`config.mk`:
```
export PLATFORM = sky130hd
export DESIGN_NAME = seque_gen_flat
export DESIGN_NICKNAME = d
export VERILOG_FILES = /design/src/rtl/seque_gen_pkg.sv /design/src/rtl/seque_gen_if.sv /design/src/rtl/seque_gen_piso.sv /design/src/rtl/seque_gen.sv /design/src/flat_wrapper.sv
export SDC_FILE = /design/constraint.sdc
export NUM_CORES = 1
export LEC_CHECK = 0
export BUFFER_PORTS_ARGS = -buffer_cell sky130_fd_sc_hd__buf_2
export CAP_MARGIN = 20
export CORE_ASPECT_RATIO = 0.75
export CORE_MARGIN = 2
export CORE_UTILIZATION = 64
export DETAILED_ROUTE_END_ITERATION = 6
export PLACE_DENSITY = 0.85
export SLEW_MARGIN = 20
export SYNTH_ARGS = -nofsm -noshare
export SYNTH_HDL_FRONTEND = slang
export SYNTH_SLANG_ARGS = --single-unit
```
`constraint.sdc`:
```
create_clock -name clock -period 5.1 [get_ports clock]
set_input_delay 0.255 -clock clock [delete_from_list [all_inputs] [get_ports clock]]
set_output_delay 0.255 -clock clock [all_outputs]
set_load 0.02 [all_outputs]
```
`src/rtl/seque_gen_pkg.sv`:
```
// Shared types and constants for the seque_gen serial pattern generator.
package seque_pkg;

    typedef enum logic [1:0] {
        StIdle,
        StShift,
        StGap,
        StDone
    } state_t;

    localparam int unsigned REPEAT_W   = 8;
    localparam int unsigned GAP_W      = 4;
    localparam int unsigned MIN_REPEAT = 1;

endpackage

```
`src/rtl/seque_gen_if.sv`:
```
// Request/serial-output bundle of seque_gen; master drives requests, slave is the generator.
interface seque_gen_if #(
    parameter int unsigned MAX_LEN = 16,
    parameter int unsigned LEN_W   = 5
);
    import seque_pkg::*;

    logic                start;
    logic [MAX_LEN-1:0]  pattern_in;
    logic [LEN_W-1:0]    length_in;
    logic [REPEAT_W-1:0] repeat_in;
    logic [GAP_W-1:0]    gap_in;
    logic                sequence_out;
    logic                bit_valid;
    logic                busy;
    logic                done;

    modport master (
        output start, pattern_in, length_in, repeat_in, gap_in,
        input  sequence_out, bit_valid, busy, done
    );

    modport slave (
        input  start, pattern_in, length_in, repeat_in, gap_in,
        output sequence_out, bit_valid, busy, done
    );

endinterface

```
`src/rtl/seque_gen_piso.sv`:
```
// Loadable MSB-first parallel-in serial-out register with a variable active length.
module seque_piso #(
    parameter int unsigned MAX_LEN = 16,
    parameter int unsigned LEN_W   = 5
) (
    input  logic               clock,
    input  logic               reset,
    input  logic               load,
    input  logic               shift,
    input  logic [MAX_LEN-1:0] data_in,
    input  logic [LEN_W-1:0]   len_in,
    output logic               serial_out
);
    localparam int unsigned      IdxW   = (MAX_LEN > 1) ? $clog2(MAX_LEN) : 1;
    localparam logic [LEN_W-1:0] LenOne = LEN_W'(1);

    logic [MAX_LEN-1:0] data_q;
    logic [LEN_W-1:0]   len_q;
    logic               serial_q;
    logic [IdxW-1:0]    load_msb;
    logic [IdxW-1:0]    held_msb;

    // Length is never 0 when load/shift fire, so len-1 always fits the index.
    assign load_msb = IdxW'(len_in - LenOne);
    assign held_msb = IdxW'(len_q - LenOne);

    // serial_q is the registered output bit; it reads 0 whenever nothing is shifted out.
    always_ff @(posedge clock or negedge reset) begin
        if (!reset) begin
            data_q   <= '0;
            len_q    <= '0;
            serial_q <= 1'b0;
        end else if (load) begin
            data_q   <= data_in << 1;
            len_q    <= len_in;
            serial_q <= data_in[load_msb];
        end else if (shift) begin
            data_q   <= data_q << 1;
            serial_q <= data_q[held_msb];
        end else begin
            serial_q <= 1'b0;
        end
    end

    assign serial_out = serial_q;

endmodule

```
`src/rtl/seque_gen.sv`:
```
// Serial pattern generator: sends a latched pattern MSB-first, repeated with optional idle gaps.
module seque_gen
    import seque_pkg::*;
#(
    parameter int unsigned MAX_LEN = 16,
    parameter int unsigned LEN_W   = 5
) (
    input logic        clock,
    input logic        reset,
    seque_gen_if.slave bus
);
    localparam logic [LEN_W-1:0]    LenMax = LEN_W'(MAX_LEN);
    localparam logic [LEN_W-1:0]    LenOne = LEN_W'(1);
    localparam logic [REPEAT_W-1:0] RepOne = REPEAT_W'(1);
    localparam logic [REPEAT_W-1:0] RepMin = REPEAT_W'(MIN_REPEAT);
    localparam logic [GAP_W-1:0]    GapOne = GAP_W'(1);

    state_t              state_q, state_d;
    logic [MAX_LEN-1:0]  pattern_q;
    logic [LEN_W-1:0]    len_q;
    logic [GAP_W-1:0]    gap_q;
    logic [LEN_W-1:0]    idx_q, idx_d;
    logic [REPEAT_W-1:0] rep_q, rep_d;
    logic [GAP_W-1:0]    gap_cnt_q, gap_cnt_d;
    logic                busy_q, busy_d;
    logic                done_q, done_d;
    logic                valid_q, valid_d;

    logic                accept;
    logic [LEN_W-1:0]    eff_len;
    logic [REPEAT_W-1:0] eff_rep;
    logic [REPEAT_W-1:0] rep_left;
    logic                load;
    logic                shift;
    logic [MAX_LEN-1:0]  load_data;
    logic [LEN_W-1:0]    load_len;

    assign accept   = (state_q == StIdle) && bus.start;
    assign eff_len  = (bus.length_in > LenMax) ? LenMax : bus.length_in;
    assign eff_rep  = (bus.repeat_in == '0) ? RepMin : bus.repeat_in;
    assign rep_left = rep_q - RepOne;

    // The first load comes straight from the inputs; later repetitions reload the latched copy.
    assign load_data = (state_q == StIdle) ? bus.pattern_in : pattern_q;
    assign load_len  = (state_q == StIdle) ? eff_len : len_q;

    always_ff @(posedge clock or negedge reset) begin
        if (!reset) begin
            state_q   <= StIdle;
            idx_q     <= '0;
            rep_q     <= '0;
            gap_cnt_q <= '0;
            busy_q    <= 1'b0;
            done_q    <= 1'b0;
            valid_q   <= 1'b0;
        end else begin
            state_q   <= state_d;
            idx_q     <= idx_d;
            rep_q     <= rep_d;
            gap_cnt_q <= gap_cnt_d;
            busy_q    <= busy_d;
            done_q    <= done_d;
            valid_q   <= valid_d;
        end
    end

    always_ff @(posedge clock or negedge reset) begin
        if (!reset) begin
            pattern_q <= '0;
            len_q     <= '0;
            gap_q     <= '0;
        end else if (accept) begin
            pattern_q <= bus.pattern_in;
            len_q     <= eff_len;
            gap_q     <= bus.gap_in;
        end
    end

    always_comb begin
        state_d   = state_q;
        idx_d     = idx_q;
        rep_d     = rep_q;
        gap_cnt_d = gap_cnt_q;
        load      = 1'b0;
        shift     = 1'b0;
        unique case (state_q)
            StIdle: begin
                if (bus.start) begin
                    if (eff_len == '0) begin
                        state_d = StDone;
                    end else begin
                        state_d = StShift;
                        idx_d   = eff_len - LenOne;
                        rep_d   = eff_rep;
                        load    = 1'b1;
                    end
                end
            end
            StShift: begin
                if (idx_q == '0) begin
                    rep_d = rep_left;
                    if (rep_left == '0) begin
                        state_d = StDone;
                    end else if (gap_q != '0) begin
                        state_d   = StGap;
                        gap_cnt_d = gap_q;
                    end else begin
                        idx_d = len_q - LenOne;
                        load  = 1'b1;
                    end
                end else begin
                    idx_d = idx_q - LenOne;
                    shift = 1'b1;
                end
            end
            StGap: begin
                if (gap_cnt_q == GapOne) begin
                    state_d   = StShift;
                    gap_cnt_d = '0;
                    idx_d     = len_q - LenOne;
                    load      = 1'b1;
                end else begin
                    gap_cnt_d = gap_cnt_q - GapOne;
                end
            end
            StDone: begin
                state_d = StIdle;
            end
            default: begin
                state_d = StIdle;
            end
        endcase
    end

    // Outputs are registered from the next state so they line up with the cycle they describe.
    always_comb begin
        busy_d  = (state_d != StIdle);
        done_d  = (state_d == StDone);
        valid_d = (state_d == StShift);
    end

    seque_piso #(
        .MAX_LEN (MAX_LEN),
        .LEN_W   (LEN_W)
    ) u_piso (
        .clock      (clock),
        .reset      (reset),
        .load       (load),
        .shift      (shift),
        .data_in    (load_data),
        .len_in     (load_len),
        .serial_out (bus.sequence_out)
    );

    assign bus.busy      = busy_q;
    assign bus.done      = done_q;
    assign bus.bit_valid = valid_q;

endmodule

```
`src/flat_wrapper.sv`:
```
// flat-port wrapper written by rule: the top's interface ports become plain ports
module seque_gen_flat import seque_pkg::*;
#(
    parameter int unsigned MAX_LEN = 16,
    parameter int unsigned LEN_W   = 5
)
  (clock, reset, bus_start, bus_pattern_in, bus_length_in, bus_repeat_in, bus_gap_in, bus_sequence_out, bus_bit_valid, bus_busy, bus_done);
  seque_gen_if #(.MAX_LEN(MAX_LEN), .LEN_W(LEN_W)) bus_i ();
  input logic clock;
  input logic reset;
  input wire logic [$bits(bus_i.start)-1:0] bus_start;
  input wire logic [$bits(bus_i.pattern_in)-1:0] bus_pattern_in;
  input wire logic [$bits(bus_i.length_in)-1:0] bus_length_in;
  input wire logic [$bits(bus_i.repeat_in)-1:0] bus_repeat_in;
  input wire logic [$bits(bus_i.gap_in)-1:0] bus_gap_in;
  output wire logic [$bits(bus_i.sequence_out)-1:0] bus_sequence_out;
  output wire logic [$bits(bus_i.bit_valid)-1:0] bus_bit_valid;
  output wire logic [$bits(bus_i.busy)-1:0] bus_busy;
  output wire logic [$bits(bus_i.done)-1:0] bus_done;
  assign bus_i.start = bus_start;
  assign bus_i.pattern_in = bus_pattern_in;
  assign bus_i.length_in = bus_length_in;
  assign bus_i.repeat_in = bus_repeat_in;
  assign bus_i.gap_in = bus_gap_in;
  assign bus_sequence_out = bus_i.sequence_out;
  assign bus_bit_valid = bus_i.bit_valid;
  assign bus_busy = bus_i.busy;
  assign bus_done = bus_i.done;
  seque_gen #(.MAX_LEN(MAX_LEN), .LEN_W(LEN_W)) u_core (.clock(clock), .reset(reset), .bus(bus_i));
endmodule
```
* Word level (Yosys, flattened, before mapping)
Cells that the tools add are included.
Operators by class: $add $sub $neg 7, multipliers 0, div/mod/pow operators 0, $lt $le $gt $ge 3, equality and inequality tests 14, shift operators 0, muxes and demuxes 44, bitwise operators 0, reduce and logical (&&, ||, !) cells 15
Operators with widths (number):
- 16-bit 2-to-1 mux | 3
- 5-bit 2-to-1 mux | 7
- 8-bit 2-to-1 mux | 4
- 4-bit 2-to-1 mux | 5
- 8-bit logical NOT | 2
- 8-bit one-hot mux with 2 select lines | 1
- 5-bit one-hot mux with 3 select lines | 1
- 5-bit by 1-bit subtractor with 5-bit output (second input constant) | 3
- 1-bit 2-to-1 mux | 12
- 2-bit 2-to-1 mux | 6
- 4-bit by 1-bit subtractor with 4-bit output (second input constant) | 3
- 5-bit logical NOT | 2
- 4-bit by 5-bit < comparator with 1-bit output (second input constant) | 2
- 1-bit binary-select mux with 4-bit select | 2
- 2-bit one-hot mux with 4 select lines | 1
- 4-bit one-hot mux with 2 select lines | 1
- 4-bit AND reduction | 2
- 2-bit nonzero test | 4
- 8-bit by 1-bit subtractor with 8-bit output (second input constant) | 1
- 2-bit equality test (second input constant) | 3
- 2-bit by 1-bit != test with 1-bit output (second input constant) | 3
- 2-bit != test (second input constant) | 3
- 3-bit != test (second input constant) | 2
- 6-bit AND reduction | 1
- other kinds (8) | 9
Storage, ports and cells: register bits after elaboration 68, latch bits 0, memory bits (writable) 0, ROM bits 0, input port bits 36, output and inout bits 4, logic and storage cells 96, memories kept 0

* Depth between registers and ports, before layout
Gate-level depths: netlist (run 1).
word-level depth 7, mapped depth 11

* Modules after synthesis
A second synthesis (run 1) with hierarchy kept.
Unflattened totals: cells, all modules 407, area, all modules 4210.3 µm²
Modules (own cells, without submodules):
- seque_gen | instances 1, cells an instance 289, area an instance 2981.6 µm², seq. area each 1176.1 µm²
- seque_piso | instances 1, cells an instance 118, area an instance 1228.7 µm², seq. area each 500.5 µm²

* Worst setup path after synthesis (run 1)
Ideal clock, no wire load.
kind register to register, from register u_core.state_q[0], to register u_core.u_piso.serial_q, in the netlist u_core.u_piso.serial_out, library setup time 87 ps, arrival time 2402 ps, required time 5013 ps, slack 2612 ps, cell stages (with the launch flop) 10, buffers on the path 1, clock period less this slack 2488 ps, cell sequence dfrtp_1 inv_1 ha_1 buf_4 mux2_2 ha_1 mux4_2 nand3_1 o2111ai_1 o211ai_1
Between the ends: word-level cells in the longest chain between the ends 6, elaborated cells between the ends (all ways) 12, classes of those cells add/sub: 1; eq/ne: 2; mux: 8; reduce/logical: 1
RTL lines:
- from (decl) | line seque_gen.sv:18 | state_t state_q, state_d;
- from (signal assigned) | line seque_gen.sv:49 | state_q <= StIdle;
- from (signal assigned) | line seque_gen.sv:57 | state_q <= state_d;
- 2-bit logical NOT | line seque_gen.sv:44, seque_gen.sv:45, seque_gen.sv:86
- 4-bit 2-to-1 mux | line seque_gen.sv:45 | assign load_len = (state_q == StIdle) ? eff_len : len_q;
- 4-bit by 1-bit subtractor with 4-bit output | line seque_gen_piso.sv:24 | assign load_msb = IdxW'(len_in - LenOne);
- 1-bit binary-select mux with 4-bit select | line seque_gen_piso.sv:36 | serial_q <= data_in[load_msb];
- 1-bit 2-to-1 mux (not written as such) | line seque_gen_piso.sv:36
- 1-bit 2-to-1 mux (*) | line seque_gen_piso.sv:33 | end else if (load) begin
- to (signal assigned) | line seque_gen_piso.sv:36
- to (signal assigned) | line seque_gen_piso.sv:39 | serial_q <= data_q[held_msb];
- to (decl) | line seque_gen_piso.sv:19 | logic serial_q;
Every way passes the cells marked *; elsewhere a longest branch is shown, timed or not. The select of a mux whose other input is x is not followed. A chain may end at the register's enable or synchronous reset.

* Final worst setup path (run 1)
from register u_core.state_q[1], to register u_core.u_piso.serial_q, in the netlist u_core.u_piso.serial_out
Same word-level chain as after synthesis.

==> metrics.csv, run 1 <==
stage,metric,value,unit
placed_design,place_ws,1750,ps
route,avgRoutedWirePerCell,17.4,µm
placed_design,dp_hpwl,6.17,mm
power,power.density,228,mW/mm²
layout,syn_to_final_growth,10.7,%
layout,final_common_cell,dfrtp_1,
power,intPower,774,µW
timing,slew_violations,0,
logic_synthesis,syn_nets,436,
logic_synthesis,yosysUniqueCellTypes,55,
grt,busiest_layer,met2,
clock_tree,postCtsSetupBuffers,0,
floorplanning,fp-row-count,25,
logic_synthesis,seq_area_frac_synth,41.6,%
power,worst_ir_drop_vdd,0.166,mV
grt,met3_usage,7.44,%
worst_setup_path,worst-endpoint-arrival,3660,ps
grt,gr-total-overflow,0,
power,leakage,2.01,nW
worst_setup_path,start_kind,register,
clock_tree,cts_resized,0,
logic_synthesis,synth.yosys.warnings,0,
layout,final_cell_area,0.00447,mm²
logic_synthesis,async_flop_share,100,%
min_path,holdCritPathClass,in -> async,
grt,grt_start_max_net_pins,68,
timing,finalClockSkew,11.5,ps
clock_tree,cts_max_level,3,
floorplanning,die_area,0.00696,mm²
floorplanning,core_region_area,0.00619,mm²
grt,grt_use_total,28.0,%
run,max-cap-violations,0,
floorplanning,die_h,72.7,µm
placed_design,place_area,0.00426,mm²
floorplanning,die_w,95.7,µm
floorplanning,initial_core_util,65.1,%
placed_design,port_buffers,39,
layout,utilization,72.1,%
logic_synthesis,netlist_area,0.00403,mm²
route,drc,0,
floorplanning,io_pins,40,
worst_setup_path,r2r_end,u_core.u_piso.serial_out$_DFF_PN0_,
logic_synthesis,synth_area_per_cell,10.4,µm²
worst_setup_path,crit_type,reg -> reg,
timing,period_share,67.2,%
timing,tightest_slew,944,ps
layout,final_cell_mix,"67 x dfrtp_1, 41 x mux2_2, 39 x buf_2",
timing,finalCriticalPeriod,3430,ps
layout,n_antenna_cell,0,
timing,setup_viol,0,
layout,nets,472,
logic_synthesis,postSynthRegisterBits,67,
worst_setup_path,cp_max_fo,30,
logic_synthesis,synth-edff-count,0,
worst_setup_path,r2r-start,u_core.state_q[1]$_DFF_PN0_,
logic_synthesis,netlist_instances,386,
timing,finalSetupTns,0,ps
timing,hold_viol,0,
route,viasPerCell,6.10,
worst_setup_path,r2r_cells,8,
placed_design,gp_congestion,0.853,
clock_tree,cts.sinks,67,
clock_tree,cts_buffers,9,
power,swShare,23.9,%
timing,fin_ws,1670,ps
timing,slew_headroom,37.0,%
clock_tree,worstSkewPairLatency,360,ps
route,dr.first_iter.drc_count,249,
logic_synthesis,synthFlopType,dfrtp_1,
route,ant_nets,0,
clock_tree,cts_tree,done,
clock_tree,clkTransAtPathRegs,80,ps
route,dr_total_vias,3099,
route,routed_wl,8.86,mm
grt,grt_use_met1,39.7,%
timing,fmax,0.292,GHz
grt,antenna_found_initial,0,
grt,grt_pass1_wl,14.8,mm
worst_setup_path,cp.required,5330,ps
timing,rsz0062_at_grt,false,
worst_setup_path,worst_setup_path_end_kind,register,
clock_tree,clock_path_buffers,2,
clock_tree,hold_buffers,0,
timing,hold-worst-slack,82.4,ps
power,p_clk_share,44.1,%
clock_tree,cts_root_buf,clkbuf_8,
grt,gr-usage-met2,42.0,%
power,switchingPower,243,µW
power,combPwrFrac,3.7,%
grt,grt_pass1_vias,3098,
power,seq_power_share,52.2,%
route,drt_pass1_iterations,5,
layout,n_fill_cell,433,
worst_setup_path,r2r_slack,1670,ps
layout,drive_gt1_share,26.5,%
status,status,"complete, no violations",
## cell usage after synthesis (2+ instances only)
cell type	instances	area (µm²)
dfrtp_1	67	1680
mux2_2	41	462
nor2_1	36	135
a21oi_1	32	160
mux2i_1	27	270
inv_1	23	86.3
nand2_1	17	63.8
ha_1	14	175
o21ai_0	14	70.1
clkbuf_1	8	30.0
nor3_1	8	40.0
mux4_2	7	158
xnor2_1	7	61.3
nor2b_1	6	37.5
nor4_1	5	31.3
o22a_1	5	43.8
a31oi_1	4	25.0
buf_2	4	20.0
nand2b_1	4	25.0
xor2_1	4	35.0
a21oi_2	3	26.3
a41oi_1	3	26.3
buf_4	3	22.5
o221ai_1	3	26.3
o31a_1	3	26.3
a211o_1	2	17.5
buf_6	2	22.5
nand3_1	2	10.0
nor3b_1	2	15.0
o211ai_1	2	15.0
o21ai_1	2	10.0
o311ai_0	2	17.5
o31ai_1	2	15.0
## kinds of logic after synthesis
kind of cell / synth area share [%]
adder cells (fa/ha/maj): 4.34
AND/OR/NAND/NOR: 10.6
multiplexers: 22.1
buffers and inverters: 4.68
XOR/XNOR: 2.39
AO/OA/AOI/OAI: 14.4
flip-flops: 41.6
## per-stage QoR
stage | cells | power [mW]
floorplan | 386 | 0.550
global placement | 492 | 0.579
detailed placement | 492 | 0.579
CTS | 508 | 1.03
global route | 508 | 1.05
finish | 508 | 1.02
## state kept, by name (all words and copies together), names as in the netlist, 2 cells and up
name / cells
u_core.gap_q: 4
u_core.pattern_q: 16
u_core.len_q: 5
u_core.idx_q: 5
u_core.u_piso.data_q: 15
u_core.state_q: 2
u_core.gap_cnt_q: 4
u_core.u_piso.len_q: 4
u_core.rep_q: 8
## power by group through the flow
| stage | logic [mW] | clock network [mW] | registers (mW) |
|---|---|---|---|
| CTS | 0.0385 | 0.458 | 0.531 |
| finish | 0.0380 | 0.449 | 0.531 |
| global placement | 0.0374 | 0 | 0.541 |
| floorplan | 0.00817 | 0 | 0.541 |
| detailed placement | 0.0382 | 0 | 0.541 |
| global route | 0.0432 | 0.478 | 0.531 |
## critical path: stages (launching register included)
cell and delay [ps]:
dfrtp_1 430, inv_1 100, ha_1 780, nand2_1 280
a311o_1 430, a21oi_2 650, buf_4 370, or4bb_1 170
o211ai_1 80
## how the worst max path moves through the flow
stage,cells past startpoint,endpoint,start,slack (ps)
3_3_place_gp,7,u_core.rep_q[0]$_DFFE_PN0P_,u_core.state_q[1]$_DFF_PN0_,1860
3_5_place_dp,7,u_core.rep_q[0]$_DFFE_PN0P_,u_core.state_q[1]$_DFF_PN0_,1750
5_1_grt,8,u_core.u_piso.serial_out$_DFF_PN0_,u_core.state_q[1]$_DFF_PN0_,1320
2_1_floorplan,9,u_core.u_piso.serial_out$_DFF_PN0_,u_core.state_q[0]$_DFF_PN0_,2610
6_report,8,u_core.u_piso.serial_out$_DFF_PN0_,u_core.state_q[1]$_DFF_PN0_,1670
4_1_cts,7,u_core.rep_q[0]$_DFFE_PN0P_,u_core.state_q[1]$_DFF_PN0_,1730
## per-layer routing
| metal | routed length, µm | vias up |
|---|---|---|
| li1 | - | 1480 |
| met1 | 4110 | 1504 |
| met2 | 4010 | 99 |
| met3 | 602 | 16 |
| met5 | 0 | - |
| met4 | 134 | 0 |
## area by class of cell
class | instances | area [µm²] | area share [%]
multi-input combinational | 277 | 2170 | 48.6
sequential | 67 | 1680 | 37.5
timing repair buffer | 43 | 225 | 5.04
clock buffer | 9 | 124 | 2.77
tap | 81 | 101 | 2.27
inverter | 24 | 90.1 | 2.02
clock inverter | 7 | 77.6 | 1.74
Note: power is estimated with default switching activity, not from simulation.
==> inputs of run 2 (changes only) <==
--- a/config.mk
+++ b/config.mk
@@ -9,9 +9,9 @@
 export CAP_MARGIN = 20
 export CORE_ASPECT_RATIO = 0.75
 export CORE_MARGIN = 2
-export CORE_UTILIZATION = 64
+export CORE_UTILIZATION = 59
 export DETAILED_ROUTE_END_ITERATION = 6
-export PLACE_DENSITY = 0.85
+export PLACE_DENSITY = 0.8
 export SLEW_MARGIN = 20
 export SYNTH_ARGS = -nofsm -noshare
 export SYNTH_HDL_FRONTEND = slang
==> constraint.sdc (replaced) <==
create_clock -name clock -period 3.2 [get_ports clock]
set_input_delay 0.16 -clock clock [delete_from_list [all_inputs] [get_ports clock]]
set_output_delay 0.16 -clock clock [all_outputs]
set_load 0.02 [all_outputs]
==> run 2 against run 1 <==
  * Setup slack worse by 1300 ps
  * Critical path depth down 1
  * Sequential share of layout area down 0.73 points
  * Highest routed layer unchanged
==> metrics.csv, run 2 (synthesis results as in run 1) <==
stage,metric,value,unit,change
clock_tree,cts_resized,0,,unchanged
worst_setup_path,start_kind,register,,unchanged
timing,finalSetupTns,0,ps,unchanged
route,avgRoutedWirePerCell,16.7,µm,was 17.4 µm
power,p_total,1.78,mW,was 1.02 mW
power,power.density,391,mW/mm²,was 228 mW/mm²
timing,slew_violations,0,,unchanged
grt,grt_start_max_net_pins,43,,was 68
clock_tree,cts_buffers,9,,unchanged
layout,drive_gt1_share,26.9,%,was 26.5%
layout,largest_reg_flops,16,,unchanged
floorplanning,die_w,99.5,µm,was 95.7 µm
timing,rsz0062_at_grt,false,,unchanged
power,leakage,2.05,nW,was 2.01 nW
clock_tree,clock_path_buffers,2,,unchanged
placed_design,port_buffers,39,,unchanged
clock_tree,cts.sinks,67,,unchanged
route,viasPerCell,6.03,,was 6.10
grt,grt_pass1_vias,2917,,"was 3,098"
run,max-cap-violations,0,,unchanged
floorplanning,die_h,75.6,µm,was 72.7 µm
clock_tree,worstSkewPairLatency,350,ps,was 360 ps
power,worst_ir_drop_vdd,0.281,mV,was 0.166 mV
route,dr.first_iter.drc_count,202,,was 249
floorplanning,io_pins,40,,unchanged
floorplanning,fp-row-count,26,,was 25
timing,fmax,0.351,GHz,was 0.292 GHz
placed_design,place_ws,488,ps,was 1750 ps
layout,nets,477,,was 472
timing,slew_headroom,27.1,%,was 37.0%
layout,top_register,u_core.pattern_q,,unchanged
worst_setup_path,r2r_slack,350,ps,was 1670 ps
floorplanning,core_region_area,0.00670,mm²,was 0.00619 mm²
route,ant_nets,0,,unchanged
timing,tightest_slew,1090,ps,was 944 ps
clock_tree,clkTransAtPathRegs,70,ps,was 80 ps
worst_setup_path,cp.required,3380,ps,was 5330 ps
timing,fin_ws,351,ps,was 1670 ps
route,dr_total_vias,3110,,"was 3,099"
route,routed_wl,8.60,mm,was 8.86 mm
grt,grt_use_total,24.3,%,was 28.0%
layout,n_antenna_cell,0,,unchanged
layout,final_common_cell,dfrtp_1,,unchanged
min_path,holdCritPathClass,in -> reg,,was in -> async
clock_tree,postCtsSetupBuffers,0,,unchanged
route,drt_pass1_iterations,5,,unchanged
grt,gr-total-overflow,0,,unchanged
floorplanning,die_area,0.00752,mm²,was 0.00696 mm²
placed_design,dp_hpwl,6.04,mm,was 6.17 mm
timing,setup_viol,0,,unchanged
grt,grt_pass1_wl,14.0,mm,was 14.8 mm
worst_setup_path,cp-startpoint,u_core.idx_q[0]$_DFFE_PN0P_,,was u_core.state_q[1]$_DFF_PN0_
min_path,hp-start,bus_gap_in[3],,
clock_tree,cts_tree,done,,unchanged
worst_setup_path,worst_setup_path_end_kind,register,,unchanged
grt,antenna_found_initial,0,,unchanged
layout,largestRegisters,"u_core.pattern_q: 16 flops, u_core.u_piso.data_q: 15 flops, u_core.rep_q: 8 flops",,unchanged
clock_tree,cts_max_level,3,,unchanged
worst_setup_path,worst-endpoint-arrival,3030,ps,was 3660 ps
layout,utilization,68.0,%,was 72.1%
floorplanning,initial_core_util,60.2,%,was 65.1%
timing,period_share,89.0,%,was 67.2%
clock_tree,cts_root_buf,clkbuf_8,,unchanged
placed_design,gp_congestion,0.858,,was 0.853
timing,finalCriticalPeriod,2850,ps,was 3430 ps
layout,final_cell_mix,"67 x dfrtp_1, 41 x mux2_2, 39 x buf_2",,unchanged
route,drc,0,,unchanged
worst_setup_path,crit_type,reg -> reg,,unchanged
worst_setup_path,r2r-start,u_core.idx_q[0]$_DFFE_PN0P_,,was u_core.state_q[1]$_DFF_PN0_
timing,finalClockSkew,8.50,ps,was 11.5 ps
status,status,"complete, no violations",,unchanged
timing,hold_viol,0,,unchanged
worst_setup_path,cp_max_fo,17,,was 30
layout,syn_to_final_growth,12.9,%,was 10.7%
run 2: through the flow:
step | cells | instance area, µm² | hold WS, ps
2_1_floorplan | 386 | 4030 | -136
3_3_place_gp | 499 | 4290 | 191
3_5_place_dp | 499 | 4290 | 188
4_1_cts | 516 | 4550 | 33.0
5_1_grt | 516 | 4550 | 35.5
6_report | 516 | 4550 | 41.6
run 2: layer usage:
layer	track usage [%]	vias up	share of wire, %
met5	0	-	0
met4	7.91	0	1.4
met3	5.60	13	5.8
met2	37.5	94	44
met1	34.7	1515	49
li1	-	1488	-
run 2: repair_timing:
| action | 4_1_cts | 5_1_grt |
|---|---|---|
| hold endpoints to repair | 25 | 0 |
| hold buffers | 1 | 0 |
| endpoints found under the setup margin | 0 | 0 |
run 2: critical path, cell delays in order, from the launching register on:
cell and delay, ps:
dfrtp_1 400, inv_1 90, ha_1 200, nor4b_1 470, nand2b_1 530, o21ai_1 530
o21ai_0 330, o21ai_0 130
run 2: layout make-up:
cell class / instances / area [µm²]
Clock inverter: 6 / 113
Inverter: 24 / 90.1
Fill cell: 482 / 2150
Sequential cell: 67 / 1680
Multi-Input combinational cell: 277 / 2170
Timing Repair Buffer: 48 / 265
Tap cell: 84 / 105
Clock buffer: 10 / 138
run 2: worst paths after layout:
kind | end | cells past startpoint
worst max-delay path | u_core.rep_q[4]$_DFFE_PN0P_ | 7
worst min-delay path | u_core.gap_q[3]$_DFFE_PN0P_ | 2
worst max register to register | u_core.rep_q[4]$_DFFE_PN0P_ | 7
worst min register to register | u_core.pattern_q[6]$_DFFE_PN0P_ | 1
max in group asynchronous | u_core.len_q[0]$_DFFE_PN0P_ | 3
min in group asynchronous | u_core.rep_q[7]$_DFFE_PN0P_ | 2
run 2: power breakdown:
part / switching (mW) / internal (mW)
sequential: 0 / 0.846
clock: 0.337 / 0.538
combinational: 0.0372 / 0.0243
total: 0.374 / 1.41
